**src/rtl/lp_tree_deser_pkg.sv**
```systemverilog
// Shared constants and FSM state type for the lp_tree deserializer.
// Optional parity support is selected with the LP_TREE_DESER_PARITY_EN macro.
package lp_tree_deser_pkg;

    localparam int DEFAULT_DATA_W    = 16;
    localparam int FRAME_BITS        = DEFAULT_DATA_W + 2;
    localparam int FRAME_BITS_PARITY = DEFAULT_DATA_W + 3;

`ifdef LP_TREE_DESER_PARITY_EN
    typedef enum logic [1:0] {IDLE, SHIFT, PARITY, STOP} deser_state_t;
`else
    typedef enum logic [1:0] {IDLE, SHIFT, STOP} deser_state_t;
`endif

endpackage

```
**src/rtl/lp_tree_deser_shift.sv**
```systemverilog
// Data shift register and bit counter; the first received bit ends up in bit 0.
module lp_tree_deser_shift
    import lp_tree_deser_pkg::*;
#(
    parameter int DATA_W = DEFAULT_DATA_W
) (
    input  logic              CLK,
    input  logic              RESET,
    input  logic              shift_en,
    input  logic              bit_in,
    output logic [DATA_W-1:0] shift_data,
    output logic              last_bit
);

    localparam int CNT_W = (DATA_W > 1) ? $clog2(DATA_W) : 1;

    logic [CNT_W-1:0] bit_cnt;

    // Right shift: after DATA_W shifts the first (LSB) bit sits at position 0.
    always_ff @(posedge CLK or negedge RESET) begin
        if (!RESET) begin
            bit_cnt    <= '0;
            shift_data <= '0;
        end else if (shift_en) begin
            shift_data <= {bit_in, shift_data[DATA_W-1:1]};
            bit_cnt    <= last_bit ? '0 : bit_cnt + 1'b1;
        end
    end

    assign last_bit = (bit_cnt == CNT_W'(DATA_W - 1));

endmodule

```
**src/rtl/lp_tree_deserializer.sv**
```systemverilog
// Serial-to-parallel frame receiver with valid/ready output and overrun/frame-error pulses.
// Define LP_TREE_DESER_PARITY_EN to expect an odd-parity bit between data and stop bit.
module lp_tree_deserializer
    import lp_tree_deser_pkg::*;
#(
    parameter int DATA_W = DEFAULT_DATA_W
) (
    input  logic              CLK,
    input  logic              RESET,
    input  logic              SERIAL_IN,
    output logic [DATA_W-1:0] PAR_OUT,
    output logic              PAR_VALID,
    input  logic              PAR_READY,
    output logic              OVERRUN,
    output logic              FRAME_ERR
);

    deser_state_t      state, state_next;
    logic              shift_en;
    logic              commit;
    logic              reject;
    logic              frame_bad;
    logic [DATA_W-1:0] shift_data;
    logic              last_bit;

    lp_tree_deser_shift #(.DATA_W(DATA_W)) u_shift (
        .CLK        (CLK),
        .RESET      (RESET),
        .shift_en   (shift_en),
        .bit_in     (SERIAL_IN),
        .shift_data (shift_data),
        .last_bit   (last_bit)
    );

`ifdef LP_TREE_DESER_PARITY_EN
    logic parity_err;

    // Odd parity: data plus parity bit must XOR to 1; verdict is held until the stop bit.
    always_ff @(posedge CLK or negedge RESET) begin
        if (!RESET) begin
            parity_err <= 1'b0;
        end else if (state == PARITY) begin
            parity_err <= ~(^{shift_data, SERIAL_IN});
        end
    end

    assign frame_bad = SERIAL_IN | parity_err;
`else
    assign frame_bad = SERIAL_IN;
`endif

    always_ff @(posedge CLK or negedge RESET) begin
        if (!RESET) begin
            state <= IDLE;
        end else begin
            state <= state_next;
        end
    end

    always_comb begin
        state_next = state;
        shift_en   = 1'b0;
        commit     = 1'b0;
        reject     = 1'b0;
        case (state)
            IDLE: begin
                if (SERIAL_IN) begin
                    state_next = SHIFT;
                end
            end
            SHIFT: begin
                shift_en = 1'b1;
                if (last_bit) begin
`ifdef LP_TREE_DESER_PARITY_EN
                    state_next = PARITY;
`else
                    state_next = STOP;
`endif
                end
            end
`ifdef LP_TREE_DESER_PARITY_EN
            PARITY: begin
                state_next = STOP;
            end
`endif
            STOP: begin
                state_next = IDLE;
                if (frame_bad) begin
                    reject = 1'b1;
                end else begin
                    commit = 1'b1;
                end
            end
            default: begin
                state_next = IDLE;
            end
        endcase
    end

    // A new word may replace the held one only if the held one is leaving on this edge.
    always_ff @(posedge CLK or negedge RESET) begin
        if (!RESET) begin
            PAR_OUT   <= '0;
            PAR_VALID <= 1'b0;
            OVERRUN   <= 1'b0;
            FRAME_ERR <= 1'b0;
        end else begin
            OVERRUN   <= 1'b0;
            FRAME_ERR <= reject;
            if (PAR_VALID && PAR_READY) begin
                PAR_VALID <= 1'b0;
            end
            if (commit) begin
                if (!PAR_VALID || PAR_READY) begin
                    PAR_OUT   <= shift_data;
                    PAR_VALID <= 1'b1;
                end else begin
                    OVERRUN <= 1'b1;
                end
            end
        end
    end

endmodule

```
**config.mk**
```make
export PLATFORM = sky130hd
export DESIGN_NAME = lp_tree_deserializer
export DESIGN_NICKNAME = d
export VERILOG_FILES = /design/src/rtl/lp_tree_deser_pkg.sv /design/src/rtl/lp_tree_deser_shift.sv /design/src/rtl/lp_tree_deserializer.sv
export SDC_FILE = /design/constraint.sdc
export NUM_CORES = 1
export LEC_CHECK = 0
export CAP_MARGIN = 20
export CELL_PAD_IN_SITES_DETAIL_PLACEMENT = 0
export CELL_PAD_IN_SITES_GLOBAL_PLACEMENT = 1
export CORE_ASPECT_RATIO = 0.6
export CORE_UTILIZATION = 26
export DETAILED_ROUTE_END_ITERATION = 16
export DONT_BUFFER_PORTS = 1
export GPL_TIMING_DRIVEN = 0
export PLACE_DENSITY_LB_ADDON = 0.1
export SYNTH_ARGS = -nofsm -noshare
export SYNTH_HDL_FRONTEND = slang
export SYNTH_SLANG_ARGS = --single-unit
```
**constraint.sdc**
```tcl
create_clock -name CLK -period 1.8 [get_ports CLK]
set_input_delay 0.36 -clock CLK [delete_from_list [all_inputs] [get_ports CLK]]
set_output_delay 0.36 -clock CLK [all_outputs]
set_load 0.02 [all_outputs]
```
### Yosys cells after proc, flatten, opt, wreduce, memory -nomap -nowiden

Cells that the tools add are included.
W data, S select, Z words.

| storage, ports and cells | value |
|---|---|
| bits of input ports | 4 |
| logic and storage cells | 33 |
| bits in registers | 41 |
| output and inout port bits | 19 |

| operators by class | value |
|---|---|
| reductions and logical operators | 6 |
| equal/unequal tests | 5 |
| muxes and demuxes | 14 |
| add/sub/neg operators | 1 |

Operator list:

| cell | count |
|---|---|
| $mux W1 | 10 |
| $add A4 B1 Y4 const B | 1 |
| $eq A4 B4 Y1 const B | 1 |
| $mux W2 | 2 |
| $mux W4 | 1 |
| $pmux W2 S2 | 1 |
| $reduce_and A2 Y1 | 2 |
| $eq A2 B1 Y1 const B | 1 |
| $eq A2 B2 Y1 const B | 1 |
| $logic_not A2 Y1 | 1 |
| $ne A2 B1 Y1 const B | 1 |
| $ne A2 B2 Y1 const B | 1 |
| $logic_and A1 B1 Y1 | 1 |
| $logic_not A1 Y1 | 1 |
| $logic_or A1 B1 Y1 | 1 |

### Longest topological paths before layout

Gate-level depths: netlist of the first run.

| logic depth | value |
|---|---|
| depth in word-level cells | 4 |
| mapped depth | 5 |
| mapped depth without buffers | 4 |

### By module

Synthesis of the first run repeated with hierarchy kept, for this count alone.

| second synthesis, totals | value |
|---|---|
| cell total of the unflattened synthesis | 98 |
| area, all modules | 1646.6 µm² |

Modules (own cells, without submodules):

| module | cells an instance | area each (µm²) | seq. area each (µm²) | times used |
|---|---|---|---|---|
| lp_tree_deserializer | 49 | 847.1 | 525.5 | 1 |
| lp_tree_deser_shift | 49 | 799.5 | 500.5 | 1 |

### Worst setup path after synthesis of the first run

Ideal clock, no wire load.

| timing path | value |
|---|---|
| path type | flip-flop to flip-flop |
| start | register state[0] |
| end | register PAR_OUT[10] |
| slack | 185 ps |
| library setup time | 125 ps |
| arrival time | 1489 ps |
| period minus slack after synthesis | 1615 ps |
| cell stages (with the launch flop) | 6 |
| path buffers | 2 |
| path through | dfrtp_1 or3b_1 nand2b_4 buf_6 buf_12 mux2_4 |

| on the way | value |
|---|---|
| word-level cells in the longest chain between the ends | 3 |

RTL lines:

| item | RTL line | source |
|---|---|---|
| from (decl) | lp_tree_deserializer.sv:18 | `deser_state_t state, state_next;` |
| from (signal assigned) | lp_tree_deserializer.sv:56 | `state <= state_next;` |
| $eq A2 B2 Y1 | lp_tree_deserializer.sv:65 | `case (state)` |
| $mux W1 | lp_tree_deserializer.sv:65 |  |
| $reduce_and A2 Y1 (no line) | n/a |  |
| to (signal assigned) | lp_tree_deserializer.sv:115 | `PAR_OUT <= shift_data;` |
| to (decl) | lp_tree_deserializer.sv:11 | `output logic [DATA_W-1:0] PAR_OUT,` |

Every way passes these cells.
A chain may end at the register's enable or synchronous reset.

### Final worst setup path of the first run

| timing path | value |
|---|---|
| start | register state[0] |
| end | register PAR_OUT[15] |

Same word-level chain as after synthesis.

==> impl.org, run 1 <==
** Route
- Post-detailed-route via-to-cell ratio :: a little over 4
- The first TritonRoute pass finished after 4 iterations.
- The first routing iteration left 52 violations.
- For this run, design rule violations remaining after detail routing come to 0.
- Detailed routing inserted a total of 929 vias.
- Overall routed net length :: between 2000 and 3000 um
- Routed Antenna Nets :: 0
- Wire per inst :: 13.2 um

** Power and ir drop
- The internal portion of the total power is roughly 0.0019 W.
- For this design the total switching power over the nets is 0.000956 W.
- In this run, the clock network consumes 25.5% of the power.
- Of the total power, combinational logic draws 20.0%.
- Sequential Power Share :: 54.6%
- Dividing total power by cell area gives a power density of 1520 nW/um2.
- Total power for the finished layout comes to 0.00285 W.
- VDD sags by at most 314 uV.
- In this run switching power makes up 33.6% of total power.
- The analysis attributes to cell leakage a power of about 1 nW.

** Synthesis
- In this run, synthesis produced a sequential element count of 41.
- Cell count after synthesis :: between 100 and 150
- After synthesis, the most frequently instantiated cells are 53 x nand2_1, 41 x dfrtp_1, 10 x mux2_4.
- dfrtp_1 takes more of the synthesized area than any other cell.
- Post-synth design cell area :: 1630 um2
- Average cell area after synthesis :: 12.0 um2
- Part of the Yosys area used for sequential elements :: 62.9%
- Number of enable flip-flop cells after synthesis :: 0
- Share of the synthesized area in the top cell type :: 62.9%
- The synthesized netlist contains 25 unique library cells.
- Counting flops with an async set or reset pin after synthesis yields a share of between 90% and 100%.
- Net count after synthesis :: 141
- Ranking of synthesized cells by area :: dfrtp_1 63%, nand2_1 12%, mux2_4 9.2%
- Most instantiated library cell after synthesis :: nand2_1
- Primary flip-flop cell chosen by synthesis mapping :: dfrtp_1
- For this run, the number of Yosys warnings is 0.

** Clock tree
- TritonCTS built the clock tree.
- The clock net in this run drives a total of just over 40 sinks.
- The tree is rooted in a clkbuf_8.
- Number of clock buffers inserted by TritonCTS :: 5
- The clock reaches the later pin of the worst-skew pair after 300 ps.
- Clock-pin slew was measured on the worst setup and hold paths at around 80 ps.
- The H-tree generated during clock tree synthesis spans 2 levels.
- The longest clock path from root to sink contains 2 buffers.

** GRT
- Pin count of the biggest net entering global routing :: 42
- Initial antenna violation count :: 0
- Wire length of the first global-routing pass :: 5210 um
- Tot GR Track Use :: 10.6%
- Via count of the first global-routing pass :: 1028
- Overflow left after global routing :: 0

** Timing
- Setup violations remaining at the end of the flow were counted as 0.
- The number of failing hold endpoints at the final stage is 0.
- Based on the critical path, the design can be clocked at up to slightly below 600 MHz.
- Headroom to the max-slew limit :: 67.2%
- Sum of negative setup slack :: 0 ps
- The worst path in the final design needs a cycle of 1710 ps, including I/O delays and setup.
- After layout, the worst path uses 94.9% of the clock period.
- Setup Skew :: between 10 and 15 ps
- The number of pins exceeding their max-slew limit in the final report was 0.
- For the pin with the worst max-slew slack, the measured transition is 492 ps.
- Setup repair after global routing left no endpoint under its margin.
- Final critical-path setup slack :: 91.5 ps

** Critical path
- Worst Path Max Fanout :: 10
- Setup crit end kind :: register
- Nature of the critical path startpoint :: register
- Measured in cells, the most critical reg-to-reg path has a length of 5.
- Following the worst setup path forward leads to its endpoint at PAR_OUT[15].
- Critical path required time :: 1980 ps
- Startpoint-to-endpoint class of the critical path :: register to register
- The endpoint identified for the worst register-to-register timing path is PAR_OUT[15].
- Startpoint of the lowest-slack register-to-register path :: state[0]
- The setup check on the worst reg-to-reg path leaves a slack of 90 ps.
- For the worst setup path, the data arrival time is about 1900 ps.
- The most critical setup path has its startpoint at state[0].

** Outcome
- Run status :: finished clean

** Floorplanning
- DIE AREA :: about 6600 um2
- Number of placed I/O pins :: 23
- The die is 104 um wide.
- Effective utilization at floorplan :: 28.1%
- Row generation in the floorplan step produced 21 rows.
- Die Y-Extent :: 63.4 um
- The floorplan step defined a core boundary enclosing 5810 um2.

** Placement
- Gpl congestion :: 0.651
- The HPWL after detailed placement is 1930 um.
- Count of input and output buffers :: 0
- Before CTS, the worst setup slack after placement is 72.7 ps.

** Final layout
- Area added between synthesis and finish :: 15.0%
- Share of layout cells above drive strength 1 :: 19.3%
- 0 antenna diodes ended up in the layout.
- Net count of the finished layout :: 150

** Worst hold path
- Worst hold path type :: primary input to register

** Run
- Max-cap violations in this run came to 0.
placed cells by master (no fill, tap or decap), drive strengths merged, types with 2 or more instances in the layout:
cell type / n
mux2: 16
nand2: 53
clkbuf: 9
dfrtp: 41
buf: 3
nor2: 2
or2b: 2
power by group through the flow:
stage	Combinational (W)	Sequential (W)	Clock, W
floorplan	0.000457	0.00150	0
global placement	0.000542	0.00157	0
detailed placement	0.000548	0.00158	0
CTS	0.000582	0.00156	0.000751
global route	0.000671	0.00160	0.000798
finish	0.000568	0.00155	0.000725
metrics by stage:
step	instance area [um2]	util (%)	std cells	hold slack [ps]
2_1_floorplan	1630	-	136	64.4
3_3_place_gp	1730	29.8	216	65.5
3_5_place_dp	1730	29.8	216	65.2
4_1_cts	1870	32.3	225	177
5_1_grt	1880	32.3	225	187
6_report	1880	32.3	225	186
sequential cells by signal (all words and copies together) (netlist names):
signal and count:
OVERRUN 1, u_shift.bit_cnt 4, u_shift.shift_data 16, FRAME_ERR 1, state 2, PAR_VALID 1
PAR_OUT 16
critical path: stages (launching register included):
cell and delay [ps]:
dfrtp_1 430, or3b_4 430, nand2b_4 150, buf_6 140, buf_12 150, mux2_4 290
metal layers:
metal  wire length (um)  share of wire, %  track usage (%)  up-vias
li1                   -                 -                -      453
met2               1240                42             14.8       21
met4                 48               1.6             6.43        0
met1               1520                51             13.9      449
met5                  0                 0                0        -
met3                171               5.7             4.04        6
timing repair:
action	4_1_cts	5_1_grt
gates resized for setup	0	1
endpoints found under the setup margin	0	1
hold buffers	2	0
endpoints found under the hold margin	41	0
setup buffers	0	0
area by class of cell:
class                   count  area [um2]
plain buffers               6        46.3
clock buffers               5        68.8
clock inverters             2        35.0
fillers                   583        3930
inverters                   1        3.75
multi-input cells          88         558
flip-flops and latches     41        1030
well taps                  80         100
repair buffers              2        37.5
how the worst min path moves through the flow:
stage,from,to,cells after the start
floorplan,RESET,FRAME_ERR,0
detailed placement,RESET,PAR_OUT[3],0
finish,SERIAL_IN,u_shift.shift_data[15],2
global route,SERIAL_IN,u_shift.shift_data[15],2
global placement,RESET,PAR_OUT[3],0
CTS,SERIAL_IN,u_shift.shift_data[15],2
cell families (layout without fill, tap and decap cells):
family,after synthesis,after routing,synth area share [%]
AOI/OAI and AO/OA,5,5,1.99
buffers and inverters,7,16,3.07
DFF,41,41,62.9
adders and majority gates,1,1,0.767
xor gates and xnor gates,1,1,0.537
muxes,16,16,13.3
and+or+nand+nor,65,65,17.4
Power figures use the tool's default switching activity.
==> run 2, diff against run 1 <==
Settings changed: CORE_UTILIZATION 26 to 33.
==> impl.org, run 2 (synthesis gave the netlist of run 1 again) <==
** Timing
- Number of endpoints failing setup at the final stage :: 0 (unchanged)
- Headroom to the max-slew limit :: 63.0% (-4.2 points)
- Measured slew at the worst slew-check pin :: 554 ps (+62.6 ps)
- Worst-case hold slack :: 169 ps (-16.3 ps)
- Final critical-path share of the clock period :: 96.2% (+1.3 points)
- The clock period minus final worst setup slack came to 1730 ps (+22.7 ps).
- The number of failing hold endpoints at the final stage came to 0 (unchanged).
- The achievable clock frequency came to 578 MHz (-1.3%).
- Number of max-slew violations in the final report :: 0 (unchanged)
- Sum of negative setup slack :: 0 ps (unchanged)
- Setup Skew :: 9.38 ps (-1.40 ps)
- Setup repair after global routing left no endpoint under its margin.

** Placement
- The final estimated routing congestion in global placement was 0.669 (+2.8%).
- The detailed placer's ending HPWL came to 1780 um (-7.5%).
- The placed instance count came to 199 (-7.9%).
- The number of buffers inserted by port buffering came to 0 (unchanged).

** Critical path
- The worst-path maximum fanout is 10 (unchanged).
- The worst endpoint data arrival time was 1910 ps (+20 ps).
- Nature of the critical path startpoint :: register
- Startpoint-to-endpoint class of the critical path :: register to register
- The required time of the critical path was 1980 ps (about the same).
- STA classifies the critical path endpoint as a register.

** Floorplanning
- Die Y-Extent :: 56.5 um (-11%)
- The top-level port count is 23 (unchanged).
- Die X-Extent :: 92.8 um (-11%)
- Num rows :: 19 (-9.5%)
- The die area came to 5240 um2 (-21%).
- Effective utilization at floorplan :: 35.0% (+6.9 points)
- Area of the core region :: 4660 um2 (-20%)

** Route
- The remaining antenna violation count after routing was 0 (unchanged).
- Routed met1 length :: 1510 um (-0.86%)
- The detailed-router iteration count before antenna repair is 4 (unchanged).
- The final routed wirelength across all metal layers is 2870 um (-3.8%).
- Routed via count :: 948 (+2.0%)
- Detailed router's first-iteration violation count :: 23 (-56%)
- The wire length per cell is 13.7 um (+3.6%).
- WL met3 :: 157 um (-8.2%)
- The remaining routing DRC violations came to 0 (unchanged).
- In this run the top signal layer used is met4.
- WL met2 :: 1140 um (-7.8%)
- Post-detailed-route via-to-cell ratio :: 4.54 (+9.9%)

** GRT
- Via count of the first global-routing pass :: 942 (-8.4%)
- Tot GR Track Use :: 13.0% (+2.3 points)
- Initial antenna violation count :: 0 (unchanged)
- The total congestion overflow after global routing is 0 (unchanged).
- Wire length of the first global-routing pass :: 4870 um (-6.5%)
- Pin count of the biggest net entering global routing :: 42 (unchanged)

** Final layout
- Diodes inserted :: 0 (unchanged)
- Share of layout cells above drive strength 1 :: 19.2% (-0.13 points)
- The register area was 1030 um2 (unchanged).
- The number of nets at the end of the flow came to 150 (unchanged).
- Final cell count without fillers :: 209 (-7.1%)
- From synthesis to final layout, the design area changed by 12.0%.
- The footprint of the multi-input gates came to 556 um2 (-0.45%).
- Registers with the highest flip-flop counts :: PAR_OUT: 16 flops, u_shift.shift_data: 16 flops, u_shift.bit_cnt: 4 flops
- The utilization after layout was 39.2% (+6.9 points).
- Count of filler cells inserted in the layout :: 481 (-17%)
- Most common cell after layout, fill and taps aside :: nand2_1
- Top library cells by usage in the layout, fill and taps aside :: 53 x nand2_1, 41 x dfrtp_1, 10 x mux2_4

** Clock tree
- CTS max path bufs :: 2 (unchanged)
- Clock sinks :: 41 (unchanged)
- Max H-tree Level :: 2 (unchanged)
- TritonCTS clock tree :: built
- In this run the clock root is driven by a clkbuf_8.
- The quantity of gates resized following cts is 0 (unchanged).
- Clk pin slew, worst setup/hold paths :: 80 ps (about the same)
- Skew-Pair Late Insertion Delay :: 300 ps (about the same)
- The number of buffers inserted during clock tree synthesis was 5 (unchanged).

** Power and ir drop
- Switching power summed over all nets :: 0.000958 W (+0.18%)
- The part of the total power dissipated in combinational logic is 21.1% (+1.1 points).
- The switching share of total power was 35.3% (+1.7 points).
- Power share of the clock group :: 22.0% (-3.5 points)
- The sequential fraction of design power is 56.8% (+2.2 points).
- The total leakage power came to 0.973 nW (-1.5%).
- The cell-internal power is 0.00175 W (-7.2%).
- Power density of the placed cells :: 1480 nW/um2 (-2.2%)
- Maximum VDD drop :: 450 uV (+43%)

** Run
- # Max-Cap Violations :: 0 (unchanged)

** Worst hold path
- The path class of the tightest hold or removal check is primary input to register.

** Outcome
- Run status :: finished clean
[run 2: cell types whose count changed in the layout (fill, tap and decap cells not counted), sizes merged]
cell,delta
clkinvlp,+1
clkinv,+1
bufinv,-1
[run 2: worst paths after layout]
path | start | end | slack (ps) | cells after the start
hold / removal | SERIAL_IN | u_shift.shift_data[15] | 170 | 2
setup reg to reg | state[0] | PAR_OUT[6] | 70 | 5
hold reg to reg | state[1] | state[0] | 470 | 1
setup / recovery | state[0] | PAR_OUT[6] | 70 | 5
max in group asynchronous | RESET | PAR_OUT[8] | 1060 | 2
min in group asynchronous | RESET | u_shift.shift_data[13] | 540 | 2
[run 2: timing repair]
| item | CTS | global route |
|---|---|---|
| hold buffers | 2 | 0 |
| hold endpoints to repair | 41 | 0 |
| setup buffers | 0 | 0 |
[run 2: critical path, stage by stage (launching register included)]
cell	delay, ps
dfrtp_1	420
or3b_1	440
nand2b_4	160
buf_6	140
buf_12	150
mux2_4	290
[run 2: routing by layer]
layer / global-route usage [%] / up-vias
met1: 18.5 / 463
met4: 6.59 / 0
met3: 5.28 / 8
met5: 0 / -
met2: 16.6 / 19
li1: - / 458
[run 2: area by class of cell]
class	instances	area share [%]
Sequential cell	41	56.2
Tap cell	63	4.32
Timing Repair Buffer	2	1.64
Buffer	6	2.53
Multi-Input combinational cell	88	30.4
Inverter	1	0.205
Clock buffer	5	3.77
Clock inverter	3	0.959
[run 2: power groups by stage]
stage	sequential (W)	combinational [W]	clock [W]
2_1_floorplan	0.00150	0.000457	0
3_3_place_gp	0.00155	0.000537	0
3_5_place_dp	0.00156	0.000555	0
4_1_cts	0.00154	0.000582	0.000621
5_1_grt	0.00160	0.000662	0.000648
6_report	0.00154	0.000573	0.000597
[run 2: through the flow]
stage               setup slack, ps  cell area [um2]  total power, W
detailed placement             88.5             1710         0.00211
global route                   14.5             1830         0.00291
global placement               91.0             1710         0.00209
floorplan                       185             1630         0.00195
CTS                            66.6             1830         0.00275
finish                         68.8             1830         0.00271
==> run 3, diff against run 2 <==
Settings changed: CTS_BUF_LIST set to sky130_fd_sc_hd__clkbuf_16, TNS_END_PERCENT set to 50.
==> impl.org, run 3 (synthesis gave the netlist of run 1 again) <==
** Outcome
- Run status :: finished clean

** Final layout
- The register area was 1030 um2 (unchanged).
- Registers with the highest flip-flop counts :: PAR_OUT: 16 flops, u_shift.shift_data: 16 flops, u_shift.bit_cnt: 4 flops
- Leaving out fill and tap cells, the most frequent cell in the layout is nand2_1.
- From synthesis to final layout, the design area changed by 15.4%.
- Count of filler cells inserted in the layout :: 472 (-1.9%)
- The number of nets at the end of the flow was 150 (unchanged).
- Diodes inserted :: 0 (unchanged)
- Multi-input gate area :: 556 um2 (unchanged)
- Top library cells by usage in the layout, fill and taps aside :: 53 x nand2_1, 41 x dfrtp_1, 10 x mux2_4
- The share of cells above drive strength 1 came to 19.2% (unchanged).

** Critical path
- The worst reg-to-reg setup slack came to 80 ps (about the same).
- The critical path ends at PAR_OUT[6].
- Worst Reg2Reg Path Length in Cells :: 5 (unchanged)
- Startpoint-to-endpoint class of the critical path :: register to register
- Tracing the worst setup path back leads to its startpoint at state[0].
- STA classifies the critical path endpoint as a register.
- The worst-path maximum fanout came to 10 (unchanged).
- WP data arrival :: 1890 ps (-20 ps)
- The worst setup path is launched from a register.
- Critical register-to-register path endpoint :: PAR_OUT[6]
- The startpoint identified for the worst register-to-register timing path is state[0].
- Critical path required time :: 1960 ps (-20 ps)

** Run
- # Max-Cap Violations :: 0 (unchanged)

** GRT
- Wire length of the first global-routing pass :: 4770 um (-2.0%)
- The initial antenna violation count came to 0 (unchanged).
- Overflow left after global routing :: 0 (unchanged)
- The maximum number of pins on one net before global-route repair is 42 (unchanged).
- The via count of the first global-routing pass is 936 (-0.64%).
- The global-route usage over all layers is 12.6% (-0.32 points).

** Route
- Wire per inst :: 13.6 um (-0.80%)
- DRC :: 0 (unchanged)
- The final routed wirelength across all metal layers was 2840 um (-0.80%).
- The overall via count from detail_route is 944 (-0.42%).
- Length of the first detailed-routing pass in iterations :: 4 (unchanged)
- Detailed router's first-iteration violation count :: 35 (+52%)
- The remaining antenna violation count after routing is 0 (unchanged).
- Post-detailed-route via-to-cell ratio :: 4.52 (-0.42%)

** Timing
- The number of failing hold endpoints at the final stage is 0 (unchanged).
- The final setup violation count is 0 (unchanged).
- The final-layout setup total negative slack came to 0 ps (unchanged).
- Final critical-path setup slack :: 77.0 ps (+8.24 ps)
- RSZ-0062 raised after global routing :: no
- Setup Skew :: 5.61 ps (-3.77 ps)
- The share of the clock period used by the worst path after layout came to 95.7% (-0.46 points).
- The clock period minus final worst setup slack came to 1720 ps (-8.24 ps).
- The achievable clock frequency was 580 MHz (+0.48%).
- The slew at the pin with the worst max-slew slack came to 535 ps (-19.4 ps).
- The number of pins exceeding their max-slew limit in the final report came to 0 (unchanged).
- Headroom to the max-slew limit :: 64.3% (+1.3 points)
- The worst hold slack after final layout was 186 ps (+16.8 ps).

** Floorplanning
- Effective utilization at floorplan :: 35.0% (unchanged)
- DIE AREA :: 5240 um2 (unchanged)
- The area inside the core boundary is 4660 um2 (unchanged).
- Num rows :: 19 (unchanged)
- The die height was 56.5 um (unchanged).
- Die X-Extent :: 92.8 um (unchanged)
- The top-level port count came to 23 (unchanged).

** Clock tree
- The clock slew seen by the registers of the worst setup and hold paths came to 60 ps (-20 ps).
- Library cell used as clock root buffer :: clkbuf_16
- The quantity of gates resized following cts came to 0 (unchanged).
- Skew-Pair Late Insertion Delay :: 280 ps (-20 ps)
- The number of buffers inserted during clock tree synthesis is 5 (unchanged).
- CTS max path bufs :: 2 (unchanged)
- TritonCTS built the clock tree.
- Clock sinks :: 41 (unchanged)
- Max H-tree Level :: 2 (unchanged)

** Power and ir drop
- The cell area power density was 1590 nW/um2 (+6.8%).
- Maximum VDD drop :: 665 uV (+48%)
- Static Leak :: 0.999 nW (+2.6%)

** Worst hold path
- The tightest min-delay check is of the primary input to register type.
- Hold Startpoint :: SERIAL_IN

** Placement
- The number of buffers inserted by port buffering was 0 (unchanged).
- The post-place setup slack was 88.5 ps (unchanged).
- The detailed placer's ending HPWL was 1780 um (unchanged).
- The final estimated routing congestion in global placement is 0.669 (unchanged).
[run 3: cell counts in the layout (fill, tap and decap cells not counted)]
Identical to the previous run, type by type.
[run 3: critical path, cell delays in order (launching register included)]
cell	delay, ps
dfrtp_1	410
or3b_1	440
nand2b_4	160
buf_6	140
buf_12	150
mux2_4	290
[run 3: metal layers]
metal	global-route usage [%]	wire length, um
met1	17.6	1510
met2	16.5	1110
met3	5.69	162
met4	5.93	54
met5	0	0
[run 3: cell type report]
cell class                      instances  area share, %
Multi-Input combinational cell         88           29.5
Buffer                                  6           2.46
Timing Repair Buffer                    2           1.59
Clock buffer                            5           6.64
Inverter                                1          0.199
Tap cell                               63           4.19
Sequential cell                        41           54.5
Clock inverter                          3          0.930
[run 3: worst min path at each step]
stage | end | slack [ps] | cells past startpoint
floorplan | FRAME_ERR | 60 | 0
global placement | PAR_OUT[11] | 70 | 0
detailed placement | PAR_OUT[11] | 70 | 0
CTS | u_shift.shift_data[15] | 180 | 2
global route | u_shift.shift_data[15] | 220 | 2
finish | u_shift.shift_data[15] | 190 | 2
[run 3: through the flow]
stage / instances / total power, W / cell area (um2) / util (%)
after CTS: 209 / 0.00302 / 1880 / 40.4
after detailed placement: 199 / 0.00211 / 1710 / 36.7
final: 209 / 0.00299 / 1880 / 40.4
after global routing: 209 / 0.00318 / 1880 / 40.4
after global placement: 199 / 0.00209 / 1710 / 36.7
after floorplan: 136 / 0.00195 / 1630 / -
[run 3: report_power, final]
part           internal (W)  switching (W)  leakage, nW
Sequential          0.00122       0.000323        0.535
Combinational      0.000267       0.000306        0.394
Clock              0.000508       0.000360       0.0696
[run 3: repair_timing]
action                                 CTS  global route
setup buffers                            0             0
hold buffers                             2             0
endpoints found under the hold margin   41             0
